[src/rtl/sequence_generator.sv]
// sequence_generator: serialises the top len bits of pattern MSB-first, one bit per clock.
// Ports:
//   clk        - single clock, all state on the rising edge
//   reset_n    - synchronous active-low reset
//   start      - transmit request, sampled only while idle
//   pattern    - bit pattern, sent from bit len-1 down to bit 0
//   len        - number of bits to send (0..MAX_LEN, larger values clamp to MAX_LEN)
//   reps       - extra passes of the captured pattern (only with SEQ_GEN_REPEAT_EN)
//   dout       - registered serial bit, 0 whenever dout_valid is low
//   dout_valid - registered, high on each cycle dout carries a pattern bit
//   busy       - registered, high from the accepted start until the last bit
//   done       - registered one-cycle pulse after each completed transfer
// Optional feature macro: SEQ_GEN_REPEAT_EN (adds reps and the repeat counter).
module sequence_generator #(
   parameter int MAX_LEN = 8,
   parameter int LW = $clog2(MAX_LEN + 1)
) (
   input  logic               clk,
   input  logic               reset_n,
   input  logic               start,
   input  logic [MAX_LEN-1:0] pattern,
   input  logic [LW-1:0]      len,
`ifdef SEQ_GEN_REPEAT_EN
   input  logic [3:0]         reps,
`endif
   output logic               dout,
   output logic               dout_valid,
   output logic               busy,
   output logic               done
);
   typedef enum logic [1:0] {IDLE = 2'd0, SHIFT = 2'd1} state_t;
   state_t state, state_d;
   logic [MAX_LEN-1:0] sreg_q, sreg_d, aligned;
   logic [LW-1:0]      cnt_q, cnt_d, len_c;
   logic               dout_d, valid_d, busy_d, done_d;
`ifdef SEQ_GEN_REPEAT_EN
   logic [MAX_LEN-1:0] pat_q, pat_d;
   logic [LW-1:0]      len_q, len_d;
   logic [3:0]         rep_q, rep_d;
`endif
   assign len_c = (len > LW'(MAX_LEN)) ? LW'(MAX_LEN) : len;
   // Left-justify the pattern so the first bit to send is always the MSB of the shifter.
   assign aligned = pattern << (LW'(MAX_LEN) - len_c);
   always_comb begin
      state_d = state;
      sreg_d  = sreg_q;
      cnt_d   = cnt_q;
      dout_d  = 1'b0;
      valid_d = 1'b0;
      busy_d  = 1'b0;
      done_d  = 1'b0;
`ifdef SEQ_GEN_REPEAT_EN
      pat_d   = pat_q;
      len_d   = len_q;
      rep_d   = rep_q;
`endif
      case (state)
         IDLE: begin
            if (start && len_c == '0) begin
               done_d = 1'b1;
            end else if (start) begin
               state_d = SHIFT;
               sreg_d  = aligned;
               cnt_d   = len_c - 1'b1;
               dout_d  = aligned[MAX_LEN-1];
               valid_d = 1'b1;
               busy_d  = 1'b1;
`ifdef SEQ_GEN_REPEAT_EN
               pat_d   = aligned;
               len_d   = len_c;
               rep_d   = reps;
`endif
            end
         end
         SHIFT: begin
            // cnt_q counts bits still to send after the one currently on dout.
            if (cnt_q != '0) begin
               sreg_d  = sreg_q << 1;
               cnt_d   = cnt_q - 1'b1;
               dout_d  = sreg_q[MAX_LEN-2];
               valid_d = 1'b1;
               busy_d  = 1'b1;
`ifdef SEQ_GEN_REPEAT_EN
            end else if (rep_q != '0) begin
               // Restart from the captured copy so the next pass follows with no gap.
               rep_d   = rep_q - 1'b1;
               sreg_d  = pat_q;
               cnt_d   = len_q - 1'b1;
               dout_d  = pat_q[MAX_LEN-1];
               valid_d = 1'b1;
               busy_d  = 1'b1;
`endif
            end else begin
               state_d = IDLE;
               done_d  = 1'b1;
            end
         end
         default: state_d = IDLE;
      endcase
   end
   always_ff @(posedge clk) begin
      if (!reset_n) begin
         state      <= IDLE;
         sreg_q     <= '0;
         cnt_q      <= '0;
         dout       <= 1'b0;
         dout_valid <= 1'b0;
         busy       <= 1'b0;
         done       <= 1'b0;
`ifdef SEQ_GEN_REPEAT_EN
         pat_q      <= '0;
         len_q      <= '0;
         rep_q      <= '0;
`endif
      end else begin
         state      <= state_d;
         sreg_q     <= sreg_d;
         cnt_q      <= cnt_d;
         dout       <= dout_d;
         dout_valid <= valid_d;
         busy       <= busy_d;
         done       <= done_d;
`ifdef SEQ_GEN_REPEAT_EN
         pat_q      <= pat_d;
         len_q      <= len_d;
         rep_q      <= rep_d;
`endif
      end
   end
endmodule

[config.mk]
export PLATFORM = sky130hd
export DESIGN_NAME = sequence_generator
export DESIGN_NICKNAME = d
export VERILOG_FILES = /design/src/rtl/sequence_generator.sv
export SDC_FILE = /design/constraint.sdc
export NUM_CORES = 1
export LEC_CHECK = 0
export CORE_ASPECT_RATIO = 1.4
export CORE_MARGIN = 4
export CORE_UTILIZATION = 39
export DETAILED_ROUTE_END_ITERATION = 10
export GPL_TIMING_DRIVEN = 0
export HOLD_SLACK_MARGIN = 0.05
export PLACE_DENSITY = 0.62
export SYNTH_ARGS = -nofsm -noshare
export SYNTH_HDL_FRONTEND = slang
export SYNTH_SLANG_ARGS = --single-unit
[constraint.sdc]
create_clock -name clk -period 2.25 [get_ports clk]
set_clock_uncertainty 0.05 [all_clocks]
set_input_delay 0.3375 -clock clk [delete_from_list [all_inputs] [get_ports clk]]
set_output_delay 0.3375 -clock clk [all_outputs]
set_load 0.02 [all_outputs]
==> impl_summary.log <==
INFO  metric p_seq_share = 41.3%
INFO  metric wirelength = 2.38 mm
INFO  metric layout_min_cycle_time = 2.14 ns
INFO  metric num_vias = 957
INFO  metric crit_path_cell_trace = clkdlybuf4s50_1 > nor2b_1 > buf_4 > clkinv_4 > ha_4 > nor3b_2 > nand2b_4 > o21ai_4 > nand3_1 > o221a_1
INFO  metric r2r.worst_path.cells = 8
INFO  metric final_hold_viol_count = 0
INFO  metric cts_root_buf = clkbuf_4
INFO  metric final_nets = 162
INFO  metric status = completed
INFO  metric grt_pass1_vias = 970
INFO  metric detail-route-antenna-nets = 0
INFO  metric cp_data_required_time = 2.38 ns
INFO  metric post_route_cells_drive_above_1_share = 18.8%
INFO  metric clkSlewWorstSetupHoldPaths = 0.08 ns
INFO  metric worst_slew_pin_slew = 0.419 ns
INFO  metric drt_iter0_drc = 26
INFO  metric htree_num_levels = 1
INFO  metric dieArea = 3640 um2
INFO  metric hp-class = in2reg
INFO  metric synth.cells.most_frequent = dfxtp_1, nand2_1, a21oi_1
INFO  metric core_region_area = 2620 um2
INFO  metric timing_worst_setup_path_type = in2reg
INFO  metric drt_drc = 0
INFO  metric synth_top_area_share = 28.2%
INFO  metric reg2reg_slack = 0.18 ns
INFO  metric share_clk_of_total_power = 19.9%
INFO  metric fp.dieH = 69.8 um
INFO  metric route.detailed.vias_per_inst = 5.32
INFO  metric netlist_area = 1060 um2
INFO  metric areaGrowthSynthToFinish = 25.9%
INFO  metric setup.worst_path.start = len[0]
INFO  metric rsz0062_at_grt = no
INFO  metric place_area = 1280 um2
INFO  metric most_common_cell_in_the_synthesized_netlist = dfxtp_1
INFO  metric crit_path_end = sreg_q[4]
INFO  metric cpLargestDelayFamily = buffers and inverters
INFO  metric antenna_cells_inserted = 0
INFO  metric async_reset_ff_share = 0%
INFO  metric p_int = 513 uW
INFO  metric globalRoute.totalOverflow = 0
INFO  metric grt_pass1_wl = 4.18 mm
INFO  metric tritoncts = done
INFO  metric path_depth = 10
INFO  metric setup_viol = 0
INFO  metric min_from = reset_n
INFO  metric total_leakage_power = 0.000514 uW
INFO  metric io-pin-count = 19
INFO  metric cpMaxStageDelayCell = clkdlybuf4s50_1
INFO  metric synth_top_flop_cell = dfxtp_1
INFO  metric yosysWarnings = 0
INFO  metric avgSynthCellArea = 8.73 um2
INFO  metric power_density = 575 nW/um2
INFO  metric numCtsBuffers = 3
INFO  metric yosys.area.top_type = dfxtp_1
INFO  metric critical_path_arrival = 2.27 ns
INFO  metric post_synth_inst_count = 122
INFO  metric fp.dieW = 52.2 um
INFO  metric clock_tree.buffer_depth = 2
INFO  metric clock_sink_count = 15
INFO  metric post-place-cells = 175
INFO  metric slew_headroom = 72.0%
INFO  metric reg2reg_from = state[0]
INFO  metric synth_sequential_area_ratio = 28.2%
INFO  metric critical_path.reg2reg.endpoint = cnt_q[2]
INFO  metric port_buffers = 17
INFO  metric syn-num-nets = 139
INFO  metric worstPathMaxFanout = 10
INFO  metric timing.fmax = 468 MHz
INFO  metric antenna_violations_before_repair = 0
INFO  metric max_cap_viol_count = 0
INFO  metric wire_per_inst = 13.2 um
INFO  metric max_ir_drop_vdd = 0.225 mV
INFO  metric track_usage = 14.8%
INFO  metric clock_latency = 0.28 ns
INFO  metric synth.top_cells.by_area = dfxtp_1, mux2i_1, nand2_1
INFO  metric dr.pass1.iters = 4
INFO  metric report.final.slew_viol_count = 0
INFO  metric worst-path-buf-inv = 3
INFO  metric endpoint_kind = flip-flop
INFO  metric synth_edf_count = 0
INFO  metric pin_count_of_the_biggest_net_entering_global_routing = 11
INFO  metric combinationalPowerShare = 38.8%
INFO  metric final_design_area_no_fill = 1340 um2
INFO  metric layout.cells.non_filler = 180
INFO  metric post-route-period-util = 95.1%
INFO  metric post_synth_num_cell_types = 43
INFO  metric postSynthRegisterBits = 15
INFO  metric worst_setup_path_start_kind = primary input
INFO  metric fp-row-count = 22
INFO  metric power.switching_fraction = 33.4%
INFO  metric initial_utilization = 40.7%
INFO  metric switching_power = 257 uW
INFO  metric gp_congestion = 0.823
INFO  metric post-dp-hpwl = 1.83 mm
INFO  metric cp_slowest_stage_delay = 0.47 ns
kinds of logic (layout without fill, tap and decap cells):
logic type / after synthesis / in the layout / synth area share [%]
flops: 15 / 15 / 28.2
compound gates: 35 / 36 / 25.3
fa+ha+maj: 2 / 2 / 2.35
simple gates: 47 / 47 / 24.7
buf+inv: 11 / 32 / 5.29
xor+xnor: 3 / 3 / 4.23
mux: 9 / 9 / 9.99
through the flow:
step | hold WS, ns | utilization (%) | setup WS [ns] | setup TNS (ns) | power, uW
after floorplan | 0.410 | - | 0.0105 | 0 | 526
after global routing | 0.321 | 51.2 | 0.0108 | 0 | 826
final | 0.321 | 51.2 | 0.111 | 0 | 770
after global placement | 0.424 | 48.9 | -0.795 | -9.45 | 605
after detailed placement | 0.429 | 48.9 | -0.845 | -10.15 | 608
after CTS | 0.317 | 50.9 | 0.00796 | 0 | 774
how the worst min path moves through the flow:
stage                end  slack (ns)  depth (start not counted)
2_1_floorplan  sreg_q[3]        0.41                          2
3_3_place_gp   sreg_q[3]        0.42                          2
3_5_place_dp   sreg_q[3]        0.43                          2
4_1_cts        sreg_q[6]        0.32                          3
5_1_grt        sreg_q[3]        0.32                          3
6_report       sreg_q[3]        0.32                          3
routing by layer:
metal / GRT usage (%) / part of all wire (%) / up-vias
met5: 0 / 0 / -
met1: 17.1 / 42 / 433
li1: - / - / 491
met2: 24.1 / 49 / 24
met4: 9.94 / 3.9 / 0
met3: 2.58 / 4.5 / 9
layout make-up:
cell class	count	area [um2]
Buffer	7	45.0
Clock buffer	4	26.3
Fill cell	254	1270
Inverter	3	16.3
Multi-Input combinational cell	97	731
Sequential cell	15	300
Tap cell	36	45.0
Timing Repair Buffer	18	176
flip-flops by register name, summed over array words and instances, names as in the netlist:
signal,cells
dout,1
state,1
sreg_q,7
cnt_q,4
done,1
busy,1
placed cells by master, fill, tap and decap left out, types with 3 or more instances in the layout:
cell type	n
a21oi_1	8
nor2b_1	3
nor2_1	7
nand4_1	3
o21ai_1	5
buf_2	3
o21ai_0	4
nand3_1	7
clkbuf_4	3
dfxtp_1	15
and2_1	3
clkdlybuf4s50_1	16
mux2_2	3
nand2_1	13
mux2i_1	5
buf_4	3
power by group through the flow:
stage | Sequential [uW] | Clock (uW) | Combinational (uW)
floorplan | 326 | 0 | 200
global placement | 323 | 0 | 281
detailed placement | 324 | 0 | 284
CTS | 318 | 157 | 298
global route | 322 | 171 | 333
finish | 318 | 153 | 299
worst register-to-register path, delay by kind of cell (launching register included):
| family | cells | cell delay, ns |
|---|---|---|
| AND/OR/NAND/NOR | 3 | 0.62 |
| flip-flops | 1 | 0.31 |
| adder cells (fa/ha/maj) | 1 | 0.21 |
| buffers and inverters | 2 | 0.57 |
| AO/OA/AOI/OAI | 2 | 0.26 |
repair_timing:
item	4_1_cts	5_1_grt
resized for setup	7	2
hold buffers	0	0
cloned	1	0
pin swaps	1	1
setup buffers	0	1
endpoints found under the setup margin	14	7
No activity file was read; power rests on OpenSTA's default activity.
